File: config.mk
export PLATFORM = sky130hd
export DESIGN_NAME = signal_mux_scan_ctrl
export DESIGN_NICKNAME = d
export VERILOG_FILES = /design/src/rtl/signal_mux_pkg.sv /design/src/rtl/mask_next_src.sv /design/src/rtl/signal_mux_scan_ctrl.sv
export SDC_FILE = /design/constraint.sdc
export NUM_CORES = 1
export LEC_CHECK = 0
export CAP_MARGIN = 20
export CORE_UTILIZATION = 35
export CTS_CLUSTER_SIZE = 16
export DETAILED_ROUTE_END_ITERATION = 10
export HOLD_SLACK_MARGIN = 0.02
export PLACE_DENSITY = 0.55
export SYNTH_ARGS = -nofsm -noshare
export SYNTH_HDL_FRONTEND = slang
export SYNTH_SLANG_ARGS = --single-unit
File: constraint.sdc
create_clock -name pclk -period 5.8 [get_ports pclk]
set_input_delay 1.16 -clock pclk [delete_from_list [all_inputs] [get_ports pclk]]
set_output_delay 1.16 -clock pclk [all_outputs]
set_load 0.01 [all_outputs]
File: src/rtl/signal_mux_pkg.sv
`default_nettype none
// ---------------------------------------------------------------------------
// signal_mux_pkg : constants and state type shared by the input-mux scan logic
// Revision 1.0
// ---------------------------------------------------------------------------
package signal_mux_pkg;

  localparam int NUM_SRC = 13;
  localparam int SEL_W   = 5;

  localparam logic [SEL_W-1:0] SEL_IMI = '0;

  typedef enum logic [1:0] {
    ST_IDLE   = 2'd0,
    ST_SWITCH = 2'd1,
    ST_ACCUM  = 2'd2,
    ST_DUMP   = 2'd3
  } scan_state_e;

endpackage
`default_nettype wire

File: src/rtl/mask_next_src.sv
`default_nettype none
// ---------------------------------------------------------------------------
// mask_next_src : next set mask bit strictly above cur, with wraparound flag
// Revision 1.0
// ---------------------------------------------------------------------------
module mask_next_src
  import signal_mux_pkg::*;
(
  input  logic [NUM_SRC-1:0] mask,
  input  logic [SEL_W-1:0]   cur,
  output logic [SEL_W-1:0]   nxt,
  output logic               wrap
);

  logic [SEL_W:0]     pos_raw;
  logic [SEL_W-1:0]   pos;
  logic [NUM_SRC-1:0] shifted;
  logic               found;

  // Walk the mask rotated to start just above cur; first hit wins.
  always_comb begin
    nxt     = cur;
    wrap    = 1'b1;
    found   = 1'b0;
    pos_raw = '0;
    pos     = '0;
    shifted = '0;
    for (int i = 1; i <= NUM_SRC; i++) begin
      pos_raw = {1'b0, cur} + (SEL_W+1)'(i);
      if (pos_raw >= (SEL_W+1)'(NUM_SRC)) begin
        pos = SEL_W'(pos_raw - (SEL_W+1)'(NUM_SRC));
      end else begin
        pos = pos_raw[SEL_W-1:0];
      end
      shifted = mask >> pos;
      if (!found && shifted[0]) begin
        found = 1'b1;
        nxt   = pos;
        wrap  = (pos_raw >= (SEL_W+1)'(NUM_SRC));
      end
    end
  end

endmodule
`default_nettype wire

File: src/rtl/signal_mux_scan_ctrl.sv
`default_nettype none
// ---------------------------------------------------------------------------
// signal_mux_scan_ctrl : steps the correlator input mux over enabled sources,
// framing settle / accumulate / dump phases per source
// Revision 1.0
// ---------------------------------------------------------------------------
module signal_mux_scan_ctrl
  import signal_mux_pkg::*;
#(
  parameter int DWELL_W  = 16,
  parameter int SETTLE_W = 4
) (
  input  logic                pclk,
  input  logic                reset_n,
  input  logic                start,
  input  logic                stop,
  input  logic [NUM_SRC-1:0]  cfg_mask,
  input  logic [DWELL_W-1:0]  cfg_dwell,
  input  logic [SETTLE_W-1:0] cfg_settle,
  input  logic                cfg_loop,
  output logic [SEL_W-1:0]    input_reg_re,
  output logic [SEL_W-1:0]    input_reg_im,
  output logic                acc_clr,
  output logic                acc_en,
  output logic                dump_valid,
  input  logic                dump_ready,
  output logic [SEL_W-1:0]    dump_src,
  output logic                busy,
  output logic                done,
  output logic                cfg_err
);

  scan_state_e         state_q, state_d;
  logic [SEL_W-1:0]    cur_q, cur_d;
  logic [DWELL_W-1:0]  cnt_q, cnt_d;
  logic [NUM_SRC-1:0]  mask_q, mask_d;
  logic [DWELL_W-1:0]  dwell_q, dwell_d;
  logic [SETTLE_W-1:0] settle_q, settle_d;
  logic                loop_q, loop_d;
  logic                done_d, cfg_err_d;

  logic [SEL_W-1:0]    sel_q, src_q;
  logic                busy_q, acc_en_q, acc_clr_q, dump_valid_q, done_q, cfg_err_q;

  logic [NUM_SRC-1:0]  srch_mask;
  logic [SEL_W-1:0]    srch_cur, srch_nxt;
  logic                srch_wrap;
  logic [DWELL_W-1:0]  dwell_eff;
  logic [SETTLE_W-1:0] settle_eff;

  // In IDLE, searching above the top index yields the lowest set bit of the new mask.
  assign srch_mask = (state_q == ST_IDLE) ? cfg_mask : mask_q;
  assign srch_cur  = (state_q == ST_IDLE) ? SEL_W'(NUM_SRC - 1) : cur_q;

  mask_next_src u_next_src (
    .mask (srch_mask),
    .cur  (srch_cur),
    .nxt  (srch_nxt),
    .wrap (srch_wrap)
  );

  assign dwell_eff  = (cfg_dwell  == '0) ? DWELL_W'(1)  : cfg_dwell;
  assign settle_eff = (cfg_settle == '0) ? SETTLE_W'(1) : cfg_settle;

  always_comb begin
    state_d   = state_q;
    cur_d     = cur_q;
    cnt_d     = cnt_q;
    mask_d    = mask_q;
    dwell_d   = dwell_q;
    settle_d  = settle_q;
    loop_d    = loop_q;
    done_d    = 1'b0;
    cfg_err_d = 1'b0;
    if (stop) begin
      state_d = ST_IDLE;
      cnt_d   = '0;
    end else begin
      unique case (state_q)
        ST_IDLE: begin
          if (start) begin
            if (cfg_mask != '0) begin
              state_d  = ST_SWITCH;
              cur_d    = srch_nxt;
              mask_d   = cfg_mask;
              dwell_d  = dwell_eff;
              settle_d = settle_eff;
              loop_d   = cfg_loop;
              cnt_d    = DWELL_W'(settle_eff) - DWELL_W'(1);
            end else begin
              cfg_err_d = 1'b1;
            end
          end
        end
        ST_SWITCH: begin
          if (cnt_q == '0) begin
            state_d = ST_ACCUM;
            cnt_d   = dwell_q - DWELL_W'(1);
          end else begin
            cnt_d = cnt_q - DWELL_W'(1);
          end
        end
        ST_ACCUM: begin
          if (cnt_q == '0) begin
            state_d = ST_DUMP;
          end else begin
            cnt_d = cnt_q - DWELL_W'(1);
          end
        end
        ST_DUMP: begin
          if (dump_ready) begin
            if (!srch_wrap || loop_q) begin
              state_d = ST_SWITCH;
              cur_d   = srch_nxt;
              cnt_d   = DWELL_W'(settle_q) - DWELL_W'(1);
            end else begin
              state_d = ST_IDLE;
              done_d  = 1'b1;
            end
          end
        end
        default: state_d = ST_IDLE;
      endcase
    end
  end

  always_ff @(posedge pclk) begin
    if (!reset_n) begin
      state_q      <= ST_IDLE;
      cur_q        <= '0;
      cnt_q        <= '0;
      mask_q       <= '0;
      dwell_q      <= '0;
      settle_q     <= '0;
      loop_q       <= 1'b0;
      sel_q        <= '0;
      src_q        <= '0;
      busy_q       <= 1'b0;
      acc_en_q     <= 1'b0;
      acc_clr_q    <= 1'b0;
      dump_valid_q <= 1'b0;
      done_q       <= 1'b0;
      cfg_err_q    <= 1'b0;
    end else begin
      state_q      <= state_d;
      cur_q        <= cur_d;
      cnt_q        <= cnt_d;
      mask_q       <= mask_d;
      dwell_q      <= dwell_d;
      settle_q     <= settle_d;
      loop_q       <= loop_d;
      // Outputs are decoded from next state so they align with the state register.
      sel_q        <= (state_d != ST_IDLE) ? cur_d : SEL_IMI;
      src_q        <= (state_d == ST_DUMP) ? cur_d : SEL_IMI;
      busy_q       <= (state_d != ST_IDLE);
      acc_en_q     <= (state_d == ST_ACCUM);
      acc_clr_q    <= (state_d == ST_ACCUM) && (state_q != ST_ACCUM);
      dump_valid_q <= (state_d == ST_DUMP);
      done_q       <= done_d;
      cfg_err_q    <= cfg_err_d;
    end
  end

  assign input_reg_re = sel_q;
  assign input_reg_im = sel_q;
  assign dump_src     = src_q;
  assign busy         = busy_q;
  assign acc_en       = acc_en_q;
  assign acc_clr      = acc_clr_q;
  assign dump_valid   = dump_valid_q;
  assign done         = done_q;
  assign cfg_err      = cfg_err_q;

endmodule
`default_nettype wire

==> summary.txt <==
Clocking
  – CTS tree: yes
  – CTS Buffer Depth: 2
  – Hold buffer count at cts: 0
  – Root Buffer: clkbuf_16
  – Worst skew pair latency: 340 ps
  – Clock slew at reported path FFs: 70 ps
  – Clock sink count: 73
  – CTS Buf Count: 9
  – CTS H-tree depth: 3

Critical path
  – Crit path max-delay family: simple AND/OR/NAND/NOR gates
  – CP max FO: 12
  – Worst endpoint required time: 6020 ps
  – FF-to-FF path depth: 20
  – CP peak stage delay: 600 ps
  – Worst Setup End Kind: register
  – Reg-to-reg startpoint: state_q[0]
  – CP dominant cell by count: buf_4
  – Crit path buf inv count: 4
  – Crit path cell chain: inv_1, ha_4, nand2b_2, buf_4, ha_2, buf_4, a2111oi_0, a221oi_2, a41o_1, mux2i_1, or3b_1, a21o_1, nand2_2, nand4_4, or4_4, o211ai_1, o211ai_1, nand4_1, buf_4, a21oi_1
  – CP Launch Type: register
  – Reg2reg end: dump_src[3]
  – Data arrival time of the worst path: 5830 ps
  – R2R setup slack: 190 ps
  – Max stage delay cell, worst path: or4_4
  – Critical path type: register to register

STA
  – Post-route minimum period: 5612 ps
  – Setup Viol. Count Final: 0
  – Fin. max-slew vios: 0
  – Final Hold Vio Count: 0
  – Post-route setup slack: 188.0 ps
  – Worst clock skew: 13.31 ps
  – Worst-Margin Slew: 1044 ps
  – Worst hold slack: 488.9 ps
  – Slew headroom: 30.27%
  – Achievable Freq: 178.2 MHz
  – Fin crit share: 96.76%

Synth
  – Post-synth EDFFs: 0
  – Most used DFF post-synth: dfxtp_1
  – Sequential-to-total area share from yosys stat: 13.61%
  – Synth top area cells: dfxtp_1 14%, mux2i_1 6.3%, nand2_1 5.7%
  – Area share of the largest cell type after synthesis: 13.61%
  – Synth cell types: 118
  – Asr flop ratio synth: 0%
  – Gate Count Post-Synth: 1,434
  – Seq cells post-synth: 73
  – Syn Std Cell Area: 0.01074 mm2
  – Dominant cell type by area after synthesis: dfxtp_1
  – Yosys warning count: 0
  – Mapped Nets: 1,497
  – Syn_area_per_cell: 7.490 um2

Layout
  – N_diodes: 0
  – Final Util: 42.87%
  – Synth-to-Final Area Change: 19.26%
  – Final std cells w/o fill: 1,944
  – NumNets Final: 1,612
  – Post-route cell area: 0.01281 mm2
  – Layout cells sized above 1: 18.66%

Pwr
  – Leakage power: 0.004904 uW
  – Max IR drop VDD: 0.1367 mV
  – Power share of the combinational group: 64.6%
  – Switching power share of the total: 47.89%
  – Internal Power: 1677 uW
  – Psw: 1542 uW
  – Seq pwr share: 17.7%
  – Pwr Density: 251.3 mW/mm2
  – Clk pwr share: 17.7%

Placed design
  – Placed cells: 1,919
  – Dpl ws: -220.5 ps
  – Routability cong.: 1.019
  – Placed instance area: 0.01232 mm2
  – DP Wirelength: 39,420 um
  – Port bufs: 59

Drt
  – Pre-Repair DR Iteration Count: 5
  – Drt initial violations: 1,380
  – Vias per cell: 6.418
  – Antenna Nets Post-Route: 0
  – Via count: 12,480
  – DR DRC count: 0
  – Routed wire length: 50,010 um
  – Avg WL per Cell: 25.72 um

Global route
  – First-pass GRT wire length: 73,970 um
  – Initial antenna violation count: 3
  – Maximum number of pins on one net before global-route repair: 72
  – Total gr overflow: 0
  – GRT Total Usage: 31.67%
  – Via count of the first global-routing pass: 11,560

Worst hold path
  – Tightest Hold Check Type: register to register
  – Min-Delay Path Depth: 2
  – Hold Path Sink: dwell_q[1]
  – Hold path start: dwell_q[1]

Floorplan
  – Rows: 63
  – Die W: 177.2 um
  – Core ar.: 0.02987 mm2
  – Initial Util: 35.95%
  – Die Y: 177.2 um
  – IO Pins: 60
  – Die area: 0.03139 mm2

Outcome
  – Status: complete, no violations

Run
  – Max cap viols: 0
==> cells in the mapped netlist (all sizes together) (11+ instances only) <==
cell / n
dfxtp: 73
o21ai: 81
a211o: 16
nand3: 36
o21a: 18
nor3: 52
o221ai: 23
o211ai: 30
nor4: 20
nor2: 104
a211oi: 50
a21o: 21
a31oi: 17
a21oi: 101
a21boi: 47
nand2b: 27
ha: 24
xor2: 12
buf: 54
xnor2: 37
mux2i: 70
inv: 31
nor2b: 16
mux2: 31
clkbuf: 41
or3: 12
and2: 11
and3: 15
nand2: 166
o22ai: 17
==> worst register-to-register path, cell delays in order, from the launching register on <==
cell       delay [ps]
dfxtp_1           380
inv_1             130
ha_4              220
nand2b_2          270
buf_4             210
ha_2              280
buf_4             210
a2111oi_0         480
a221oi_2          110
a41o_1            230
mux2i_1           430
or3b_1            440
a21o_1            280
nand2_2           200
nand4_4           160
or4_4             600
o211ai_1          160
o211ai_1          250
nand4_1           250
buf_4             160
a21oi_1            40
==> sequential cells by signal (all words and copies together) (netlist names) <==
signal        flops
cnt_q            16
dwell_q          16
mask_q           13
cur_q             5
dump_src          5
input_reg_im      5
settle_q          4
state_q           2
acc_clr           1
acc_en            1
busy              1
cfg_err           1
done              1
dump_valid        1
loop_q            1
==> per-stage QoR <==
stage	TNS, ps	total power [uW]
detailed placement	-2714	2557
CTS	0	3142
global route	-44.46	3366
global placement	-2273	2568
floorplan	0	1859
finish	0	3219
==> layout by cell type, fill, tap and decap left out, drive strengths merged, types with 18 or more instances in the layout <==
cell / n
clkdlybuf4s50: 59
nand2b: 27
mux2: 31
buf: 140
nor3: 52
a21oi: 101
o221ai: 23
a211oi: 50
o211ai: 30
o21ai: 81
ha: 24
nor2: 104
nand2: 166
nor4: 20
inv: 32
xnor2: 37
nand3: 36
mux2i: 70
o21a: 18
a21o: 21
a21boi: 47
dfxtp: 73
==> cell families after synthesis <==
kind of cell,count (synthesis),synth area share (%)
fa+ha+maj,24,2.796
buf+inv,126,6.244
simple gates,519,24.87
mux,103,10.38
xor+xnor,49,4.206
compound gates,540,37.90
flops,73,13.61
==> power groups by stage <==
stage / logic, uW / registers [uW] / clock network [uW]
detailed placement: 1980 / 580 / 0
global placement: 1990 / 580 / 0
finish: 2080 / 569 / 569
floorplan: 1300 / 558 / 0
global route: 2190 / 573 / 605
CTS: 1990 / 568 / 585
==> layer usage <==
| layer | share of wire (%) | GRT usage [%] |
|---|---|---|
| met1 | 44 | 43.19 |
| met2 | 44 | 49.30 |
| met3 | 8.8 | 6.035 |
| met4 | 3.5 | 10.96 |
| met5 | 0.026 | 0 |
==> final cells by class <==
class	count	area (um2)
flip-flops and latches	73	1465
repair buffers	199	1712
fillers	3062	17070
clock buffers	9	225.2
inverters	31	116.4
clock inverters	7	78.83
well taps	390	488.0
multi-input cells	1235	8723
==> worst max-delay path by stage <==
stage	from	to	slack, ps	cells past startpoint
floorplan	state_q[0]	cnt_q[0]	80	25
global placement	cfg_mask[4]	cnt_q[8]	-160	14
detailed placement	cfg_mask[4]	cnt_q[9]	-220	14
CTS	state_q[0]	cur_q[1]	30	19
global route	state_q[0]	dump_src[1]	-20	21
finish	state_q[0]	dump_src[3]	190	20
==> repair_timing <==
| action | in CTS | in global routing |
|---|---|---|
| gates resized for setup | 1 | 20 |
| setup buffers | 0 | 7 |
| gates cloned | 0 | 0 |
| pin swaps | 0 | 7 |
| endpoints found under the setup margin | 13 | 34 |
Power figures use the tool's default switching activity.
